$ cat config.mk
export PLATFORM = sky130hd
export DESIGN_NAME = shift_issue_queue
export DESIGN_NICKNAME = d
export VERILOG_FILES = /design/src/rtl/shift_issue_queue_pkg.sv /design/src/rtl/shift_issue_queue_decode.sv /design/src/rtl/shift_issue_queue.sv
export SDC_FILE = /design/constraint.sdc
export NUM_CORES = 1
export LEC_CHECK = 0
export ABC_AREA = 1
export CORE_MARGIN = 2
export CORE_UTILIZATION = 40
export DETAILED_ROUTE_END_ITERATION = 16
export PLACE_DENSITY = 0.7
export SETUP_SLACK_MARGIN = 0.02
export SLEW_MARGIN = 20
export SYNTH_ARGS = -nofsm -noshare
export SYNTH_HDL_FRONTEND = slang
export SYNTH_HIERARCHICAL = 1
export SYNTH_SLANG_ARGS = --single-unit
$ cat constraint.sdc
create_clock -name i_clk -period 5.36 [get_ports i_clk]
set_clock_uncertainty 0.05 [all_clocks]
set_input_delay 1.072 -clock i_clk [delete_from_list [all_inputs] [get_ports i_clk]]
set_output_delay 1.072 -clock i_clk [all_outputs]
set_load 0.05 [all_outputs]
$ cat src/rtl/shift_issue_queue_pkg.sv
// Shared shift-unit encodings and the queue payload layout; imported by the
// issue queue, its decoder and the downstream shift units.
package shift_issue_queue_pkg;

  localparam int XLEN    = 32;
  localparam int SHAMT_W = 5;

  localparam logic [3:0] ALU_NONE = 4'b0000;
  localparam logic [3:0] ALU_SLL  = 4'b0001;
  localparam logic [3:0] ALU_SRL  = 4'b1000;
  localparam logic [3:0] ALU_SRA  = 4'b1001;

  localparam logic [2:0] F3_SLL = 3'b001;
  localparam logic [2:0] F3_SR  = 3'b101;

  typedef struct packed {
    logic [XLEN-1:0]    op_a;
    logic [SHAMT_W-1:0] shamt;
    logic [3:0]         alu_op;
  } sq_payload_t;

  function automatic logic [XLEN-1:0] zext_shamt(input logic [SHAMT_W-1:0] s);
    return {{(XLEN-SHAMT_W){1'b0}}, s};
  endfunction

endpackage

$ cat src/rtl/shift_issue_queue_decode.sv
// Combinational shift decoder: funct3/bit30 select the shift kind, i_is_imm
// selects where the 5-bit shift amount comes from.
module shift_decode
  import shift_issue_queue_pkg::*;
(
  input  logic [2:0]         i_funct3,
  input  logic               i_funct7_b5,
  input  logic               i_is_imm,
  input  logic [SHAMT_W-1:0] i_imm_shamt,
  input  logic [SHAMT_W-1:0] i_rs2_shamt,
  output logic [3:0]         o_alu_op,
  output logic [SHAMT_W-1:0] o_shamt,
  output logic               o_illegal
);

  always_comb begin
    o_alu_op  = ALU_NONE;
    o_illegal = 1'b1;
    o_shamt   = i_is_imm ? i_imm_shamt : i_rs2_shamt;
    case ({i_funct3, i_funct7_b5})
      {F3_SLL, 1'b0}: begin o_alu_op = ALU_SLL; o_illegal = 1'b0; end
      {F3_SR,  1'b0}: begin o_alu_op = ALU_SRL; o_illegal = 1'b0; end
      {F3_SR,  1'b1}: begin o_alu_op = ALU_SRA; o_illegal = 1'b0; end
      default:        ;
    endcase
  end

endmodule

$ cat src/rtl/shift_issue_queue.sv
// Circular FIFO of decoded shift operations feeding the shift units.
// Head outputs come straight from storage and read as zero when empty.
module shift_issue_queue
  import shift_issue_queue_pkg::*;
#(
  parameter int DEPTH = 4,
  parameter int TAG_W = 5
) (
  input  logic                     i_clk,
  input  logic                     i_reset,
  input  logic                     i_req_valid,
  output logic                     o_req_ready,
  input  logic [31:0]              i_rs1_data,
  input  logic [31:0]              i_rs2_data,
  input  logic [31:0]              i_imm,
  input  logic                     i_is_imm,
  input  logic [2:0]               i_funct3,
  input  logic                     i_funct7_b5,
  input  logic [TAG_W-1:0]         i_rd,
  output logic                     o_issue_valid,
  input  logic                     i_issue_ready,
  output logic [31:0]              o_op_a,
  output logic [31:0]              o_op_b,
  output logic [3:0]               o_alu_op,
  output logic [TAG_W-1:0]         o_rd,
  output logic [$clog2(DEPTH):0]   o_count,
  output logic                     o_illegal
);

  localparam int PTR_W = $clog2(DEPTH);
  localparam int CNT_W = PTR_W + 1;
  localparam logic [CNT_W-1:0] FULL_CNT = CNT_W'(DEPTH);

  logic [PTR_W-1:0] head_q, head_d;
  logic [PTR_W-1:0] tail_q, tail_d;
  logic [CNT_W-1:0] count_q, count_d;
  logic             illegal_q, illegal_d;

  sq_payload_t      pay_mem [DEPTH];
  logic [TAG_W-1:0] rd_mem  [DEPTH];

  logic [3:0]         dec_alu_op;
  logic [SHAMT_W-1:0] dec_shamt;
  logic               dec_illegal;
  logic               accept, push, pop;

  // Only the shamt field of the immediate / rs2 is meaningful to a shift.
  logic unused_bits;
  assign unused_bits = ^{i_imm[31:SHAMT_W], i_rs2_data[31:SHAMT_W]};

  shift_decode u_decode (
    .i_funct3    (i_funct3),
    .i_funct7_b5 (i_funct7_b5),
    .i_is_imm    (i_is_imm),
    .i_imm_shamt (i_imm[SHAMT_W-1:0]),
    .i_rs2_shamt (i_rs2_data[SHAMT_W-1:0]),
    .o_alu_op    (dec_alu_op),
    .o_shamt     (dec_shamt),
    .o_illegal   (dec_illegal)
  );

  assign o_req_ready   = (count_q < FULL_CNT) && !i_reset;
  assign o_issue_valid = (count_q != '0) && !i_reset;
  assign o_count       = count_q;
  assign o_illegal     = illegal_q && !i_reset;

  assign o_op_a   = o_issue_valid ? pay_mem[head_q].op_a : '0;
  assign o_op_b   = o_issue_valid ? zext_shamt(pay_mem[head_q].shamt) : '0;
  assign o_alu_op = o_issue_valid ? pay_mem[head_q].alu_op : '0;
  assign o_rd     = o_issue_valid ? rd_mem[head_q] : '0;

  always_comb begin
    accept    = i_req_valid && o_req_ready;
    push      = accept && !dec_illegal;
    pop       = o_issue_valid && i_issue_ready;
    illegal_d = accept && dec_illegal;
    // Power-of-two depth lets the pointers wrap by plain overflow.
    tail_d    = push ? tail_q + PTR_W'(1) : tail_q;
    head_d    = pop  ? head_q + PTR_W'(1) : head_q;
    count_d   = count_q;
    case ({push, pop})
      2'b10:   count_d = count_q + CNT_W'(1);
      2'b01:   count_d = count_q - CNT_W'(1);
      default: count_d = count_q;
    endcase
  end

  always_ff @(posedge i_clk or posedge i_reset) begin
    if (i_reset) begin
      head_q    <= '0;
      tail_q    <= '0;
      count_q   <= '0;
      illegal_q <= 1'b0;
    end else begin
      head_q    <= head_d;
      tail_q    <= tail_d;
      count_q   <= count_d;
      illegal_q <= illegal_d;
    end
  end

  // Storage carries no reset; occupancy alone decides what is visible.
  always_ff @(posedge i_clk) begin
    if (push) begin
      pay_mem[tail_q] <= '{op_a: i_rs1_data, shamt: dec_shamt, alu_op: dec_alu_op};
      rd_mem[tail_q]  <= i_rd;
    end
  end

endmodule

==> results of run 1 <==
[layout by cell type (no fill, tap or decap), types with 2 or more instances in the layout]
cell	instances
inv_2	4
nand2_2	2
buf_4	11
nand3_1	95
nor2_4	4
inv_1	203
o21ai_1	5
nor2_1	7
nand4_1	3
a21oi_1	26
nand2_1	208
clkbuf_16	17
conb_1	29
dfrtp_1	6
clkinv_2	4
edfxtp_1	184
clkinvlp_4	7
inv_6	2
clkdlybuf4s50_1	107
a21oi_2	20
ha_1	5
[report_power, final]
group | switching [mW] | internal [mW] | total (mW) | leakage, nW
clock | 0.557 | 0.643 | 1.20 | 0.256
sequential | 0.0908 | 1.70 | 1.79 | 1.75
combinational | 1.38 | 0.584 | 1.96 | 2.49
total | 2.03 | 2.93 | 4.96 | 4.50
[metrics by stage]
stage               hold slack [ns]  instance area (um2)  std cells  setup slack, ns
CTS                           0.518                10500       1244            0.850
global placement              0.496                 9980       1212            0.850
floorplan                     0.459                 8890        879            0.728
detailed placement            0.499                 9980       1212            0.865
global route                  0.560                10500       1244            0.738
finish                        0.517                10500       1244            0.843
[metal layers]
metal  global-route usage (%)  up-vias  wire (um)
met5                        0        -          0
met4                     4.05        0        148
met3                     4.38       12        990
met2                     28.1      140       8980
met1                     18.4     2716       7680
li1                         -     2809          -
[registers in the layout (all words and copies together) (netlist names)]
| name | count |
|---|---|
| head_q | 2 |
| rd_mem | 20 |
| o_count | 3 |
| illegal_q | 1 |
| pay_mem | 164 |
| tail_q | 2 |
[critical path, stage by stage]
cell	delay, ns
clkdlybuf4s50_1	0.45
inv_2	0.23
nand2_2	0.07
buf_4	0.36
a21oi_1	0.35
clkdlybuf4s50_1	0.86
[worst paths after layout]
check	startpoint	endpoint	slack, ns	cells after the start
max in group asynchronous	i_reset	head_q[0]	4.15	2
worst max-delay path	i_reset	o_op_a[1]	0.84	6
worst max register to register	o_count[2]	pay_mem[2][24]	2.99	4
min in group asynchronous	i_reset	o_count[1]	0.88	2
worst min-delay path	tail_q[1]	tail_q[1]	0.52	2
worst min register to register	tail_q[1]	tail_q[1]	0.52	2
[area by class of cell]
cell class,count,area share (%)
Sequential cell,192,54.4
Multi-Input combinational cell,412,18.4
Timing Repair Buffer,119,11.1
Inverter,209,7.45
Clock buffer,17,4.04
Tap cell,280,3.32
Clock inverter,15,1.28
[kinds of logic after synthesis]
family	share of synthesized area, %
adders and majority gates	0.939
other	0.0854
DFF	65.1
xor gates and xnor gates	0.199
buffers and inverters	14.3
and+or+nand+nor	15.5
AOI/OAI and AO/OA	3.86
==> metrics.log, run 1 <==
[metrics] run status: finished, final reports clean
[metrics] startpoint class of the critical path: primary input
[metrics] Final Max Slew Viols: 0
[metrics] fraction of the cycle the final worst path needs: 84.3%
[metrics] flip-flop cell with the highest count after synthesis: edfxtp_1
[metrics] worst endpoint required time: 4.24 ns
[metrics] height of the die: roughly 150 um
[metrics] Netlist cell types: 27
[metrics] Fmax achieved: between 200 and 250 MHz
[metrics] most area-hungry cell type in the Yosys netlist: edfxtp_1
[metrics] I/O pin cnt: around 190
[metrics] power after layout: 4.96 mW
[metrics] clock buffers created by TritonCTS: 17
[metrics] sequential standard cell area: between 5000 and 6000 um2
[metrics] part of the Yosys area used for sequential elements: 65.1%
[metrics] global route overflow: 0
[metrics] wire length after detailed routing: around 18,000 um
[metrics] area added between synthesis and finish: 19.9%
[metrics] buffer cell driving the clock tree root: clkbuf_16
[metrics] Die W: between 150 and 200 um
[metrics] unrepaired setup endpoints after global routing: false
[metrics] area of combinational cells with multiple inputs: 1940 um2
[metrics] row cnt: 54
[metrics] RePlAce Congestion: 0.706
[metrics] leading post-synthesis cells by instance count: 209 x nand2_1, 203 x inv_1, 184 x edfxtp_1, 95 x nand3_1, 32 x buf_4
[metrics] summed negative setup slack over all endpoints: 0 ns
[metrics] first-pass GRT wire length: roughly 28,000 um
[metrics] worst-skew pair later-pin latency: 0.43 ns
[metrics] average wire per cell in the routed design: ~14 um
[metrics] layout cell share with drive strength beyond 1: 8.51%
[metrics] leakage power total: about 4.5 nW
[metrics] number of nets with antenna violations after routing: 0
[metrics] capturing element type of the critical path: output port
[metrics] H-tree level count: 4
[metrics] number of buffers added to fix hold violations after cts: 0
[metrics] register clock-pin slew on the reported worst setup and hold paths: about 0.07 ns
[metrics] area of the die: 23,200 um2
[metrics] maximum number of pins on one net before global-route repair: 56
[metrics] vias post-DR: roughly 5,700
[metrics] count of maximum capacitance violations: 0
[metrics] class of the most critical setup path: in -> out
[metrics] worst vdd ir: approximately 0.41 mV
[metrics] flip-flop and latch count after synthesis: between 150 and 200
[metrics] total power divided by cell area: between 400 and 500 nW/um2
[metrics] minimum clock period after layout: 4.52 ns
[metrics] final core area utilization: 48.6%
[metrics] cell count after synthesis: about 850
[metrics] detailed-router iteration count before antenna repair: 4
[metrics] starting DRC count in detailed routing: ~260
[metrics] most used standard cell by instance count after synthesis: nand2_1
[metrics] normalized max-slew margin: between 20 and 30%
[metrics] Resized Gates After CTS: 0
[metrics] cells taking the most area after synthesis: edfxtp_1 63%, nand2_1 8.9%, inv_1 8.7%
[metrics] Worst Max-Slew Pin Slew: between 1 and 1.5 ns
[metrics] TritonCTS clock tree: done
[metrics] Post-CTS Setup Inserts: 0
[metrics] Hold Path Class: reg -> reg
[metrics] share of flip-flops with an asynchronous set or reset: 4.17%
[metrics] number of enable-type register cells in the synthesized netlist: between 150 and 200
[metrics] Layout fillers: 1,940
[metrics] via density per instance: between 4 and 5
[metrics] Setup Viol. Count Final: 0
[metrics] HPWL reported at the end of detailed placement: 10,400 um
[metrics] clock tree sinks: 192
[metrics] Starting Density: 40.5%
[metrics] Crit Path Max Fanout: 47
[metrics] number of global-route vias before repair: around 5,600
[metrics] count of port buffers added during placement: roughly 110
[metrics] number of antenna violations at the first check in global routing: 0
[metrics] Synth Warn #: 6
[metrics] Total Nets Final: ~1,100
[metrics] number of buffers on the longest clock path: 2
[metrics] cell area after synthesis: ~8800 um2
[metrics] post-synthesis average cell area: 10.3 um2
[metrics] fraction of synthesized cell area taken by the top area cell type: 62.9%
[metrics] Core Area: ~22,000 um2
[metrics] Arr. time, crit path: 3.39 ns
[metrics] total global routing track utilization: 15.6%
[metrics] Residual DRC: 0
[metrics] endpoints failing hold: 0
[metrics] antenna cell count: 0
Note: power is estimated with default switching activity, not from simulation.
==> run 2, diff against run 1 <==
--- a/config.mk
+++ b/config.mk
@@ -9,7 +9,7 @@
 export CORE_MARGIN = 2
 export CORE_UTILIZATION = 40
 export DETAILED_ROUTE_END_ITERATION = 16
-export PLACE_DENSITY = 0.7
+export PLACE_DENSITY = 0.73
 export SETUP_SLACK_MARGIN = 0.02
 export SLEW_MARGIN = 20
 export SYNTH_ARGS = -nofsm -noshare
==> constraint.sdc (replaced) <==
create_clock -name i_clk -period 3.8 [get_ports i_clk]
set_clock_uncertainty 0.05 [all_clocks]
set_input_delay 0.76 -clock i_clk [delete_from_list [all_inputs] [get_ports i_clk]]
set_output_delay 0.76 -clock i_clk [all_outputs]
set_load 0.05 [all_outputs]
==> metrics.log, run 2 (synthesis results as in run 1) <==
[metrics] commonest cells after routing, fill and taps aside: 208 x nand2_1, 203 x inv_1, 184 x edfxtp_1
[metrics] normalized max-slew margin: 56.4% (+28 points)
[metrics] power after layout: 7.61 mW (+54%)
[metrics] number of buffers on the longest clock path: 2 (unchanged)
[metrics] row cnt: 54 (unchanged)
[metrics] met2 Track Usage GR: 27.4% (-0.64 points)
[metrics] clock tree sinks: 192 (unchanged)
[metrics] total global routing track utilization: 15.3% (-0.29 points)
[metrics] critical register-to-register path endpoint: o_count[2]
[metrics] met3 usage: 3.58% (-0.80 points)
[metrics] most common cell after layout, fill and taps aside: nand2_1
[metrics] Die W: 152 um (unchanged)
[metrics] WP buf/inv: 4 (unchanged)
[metrics] cell-by-cell listing of the critical path: clkdlybuf4s50_1 -> inv_2 -> nand2_2 -> buf_12 -> a21oi_1 -> buf_12
[metrics] worst-skew pair later-pin latency: 0.42 ns (about the same)
[metrics] first-pass GRT wire length: 27,700 um (-1.8%)
[metrics] Final Max Slew Viols: 0 (unchanged)
[metrics] Starting Density: 40.5% (unchanged)
[metrics] vias post-DR: 5,551 (-2.2%)
[metrics] most congested layer reported by global routing: met2
[metrics] wire length after detailed routing: 17,500 um (-1.7%)
[metrics] crit-path max cell delay: 0.45 ns (-0.41 ns)
[metrics] class of the most critical setup path: in -> out
[metrics] Reg2Reg Depth: 7 (+3)
[metrics] endpoints failing hold: 0 (unchanged)
[metrics] Residual DRC: 0 (unchanged)
[metrics] Arr. time, crit path: 2.31 ns (-1.08 ns)
[metrics] Hold Path Class: reg -> reg
[metrics] area added between synthesis and finish: 26.2%
[metrics] TritonCTS clock tree: done
[metrics] origin of the critical flop-to-flop path: o_count[2]
[metrics] Hold Crit Endpoint: o_count[2]
[metrics] register clock-pin slew on the reported worst setup and hold paths: 0.07 ns (about the same)
[metrics] unrepaired setup endpoints after global routing: false
[metrics] antenna cell count: 0 (unchanged)
[metrics] number of buffers added to fix hold violations after cts: 0 (unchanged)
[metrics] Setup Viol. Count Final: 0 (unchanged)
[metrics] capturing element type of the critical path: output port
[metrics] flip-flop count of the largest register, all copies and words added: 164 (unchanged)
[metrics] area of the die: 23,200 um2 (unchanged)
[metrics] minimum clock period after layout: 3.12 ns
[metrics] maximum number of pins on one net before global-route repair: 51 (-8.9%)
[metrics] worst endpoint required time: 2.99 ns (-1.25 ns)
[metrics] cell with the biggest individual delay on the critical path: clkdlybuf4s50_1
[metrics] setup slack on the worst flop-to-flop path: 1.50 ns (-1.49 ns)
[metrics] buffer cell driving the clock tree root: clkbuf_16
[metrics] H-tree level count: 4 (unchanged)
[metrics] Post-CTS Setup Inserts: 0 (unchanged)
[metrics] Core Area: 21,700 um2 (unchanged)
[metrics] Crit Path Max Fanout: 38 (-19%)
[metrics] worst hold margin: 0.502 ns (-0.0152 ns)
[metrics] global-route track usage on met1: 17.9% (-0.54 points)
[metrics] number of cells traversed by the worst hold path: 2 (unchanged)
[metrics] global route overflow: 0 (unchanged)
[metrics] I/O pin cnt: 189 (unchanged)
[metrics] most prevalent standard cell on the critical path: buf_12
[metrics] number of nets with antenna violations after routing: 0 (unchanged)
[metrics] clock buffers created by TritonCTS: 17 (unchanged)
[metrics] Total Nets Final: 1,072 (+0.47%)
[metrics] largest register by flop count: pay_mem
[metrics] Resized Gates After CTS: 0 (unchanged)
[metrics] height of the die: 152 um (unchanged)
[metrics] final core area utilization: 51.1% (+2.5 points)
[metrics] starting DRC count in detailed routing: 377 (+47%)
[metrics] Fmax achieved: approximately 320 MHz
[metrics] Worst Max-Slew Pin Slew: 0.653 ns (-0.416 ns)
[metrics] via density per instance: 4.44 (-2.6%)
[metrics] run status: finished, final reports clean
[metrics] beginning of the worst hold path: o_count[2]
[metrics] worst vdd ir: 0.628 mV (+54%)
[metrics] detailed-router iteration count before antenna repair: 5 (+1)
[metrics] RePlAce Congestion: 0.735 (+4.1%)
[metrics] startpoint class of the critical path: primary input
[metrics] count of port buffers added during placement: 107 (unchanged)
[metrics] number of global-route vias before repair: 5,562 (-1.2%)
[metrics] kind of cell adding the most delay to the critical path: buffers and inverters
[metrics] HPWL reported at the end of detailed placement: 10,500 um (+1.4%)
[metrics] leakage power total: 4.78 nW (+6.4%)
[metrics] fraction of the cycle the final worst path needs: between 80% and 90%
[metrics] layout cell share with drive strength beyond 1: 13.1% (+4.6 points)
[metrics] average wire per cell in the routed design: 14.0 um (-2.1%)
[metrics] count of maximum capacitance violations: 0 (unchanged)
[metrics] number of antenna violations at the first check in global routing: 0 (unchanged)
[metrics] total power divided by cell area: 686 nW/um2 (+46%)
[run 2: worst min-delay path: cells and delay by family (launching register included)]
family	cells	cell delay (ns)
flip-flops	1	0.41
AND/OR/NAND/NOR	2	0.12
[run 2: through the flow]
stage	std cells	TNS (ns)	worst slack, ns	instance area [um2]
6_report	1249	0	0.676	11100
2_1_floorplan	879	-95.62	-0.520	8890
3_3_place_gp	1217	0	0.660	10500
5_1_grt	1249	0	0.585	11100
4_1_cts	1249	0	0.668	11100
3_5_place_dp	1217	0	0.596	10500
[run 2: worst max path at each step]
stage                     start       endpoint  cells past startpoint
floorplan               i_reset  pay_mem[0][0]                      3
global placement        i_reset    o_alu_op[3]                      6
detailed placement  i_funct3[0]     o_count[2]                     11
CTS                     i_reset    o_alu_op[3]                      6
global route          head_q[1]      o_op_a[2]                      5
finish                  i_reset    o_alu_op[3]                      6
[run 2: power breakdown]
| part | switching (mW) | internal [mW] |
|---|---|---|
| Combinational | 2.14 | 1.28 |
| Sequential | 0.0462 | 2.40 |
| Clock | 0.711 | 1.03 |
[run 2: cell type report]
| cell class | instances | area, um2 |
|---|---|---|
| Multi-Input combinational cell | 412 | 1940 |
| Fill cell | 1819 | 10600 |
| Tap cell | 280 | 350 |
| Clock inverter | 11 | 139 |
| Inverter | 209 | 786 |
| Sequential cell | 192 | 5730 |
| Clock buffer | 21 | 440 |
| Timing Repair Buffer | 124 | 1710 |
[run 2: layer usage]
| layer | part of all wire, % | up-vias |
|---|---|---|
| met1 | 42 | 2587 |
| met4 | 1.0 | 0 |
| li1 | - | 2822 |
| met3 | 5.0 | 14 |
| met2 | 52 | 128 |
| met5 | 0 | - |
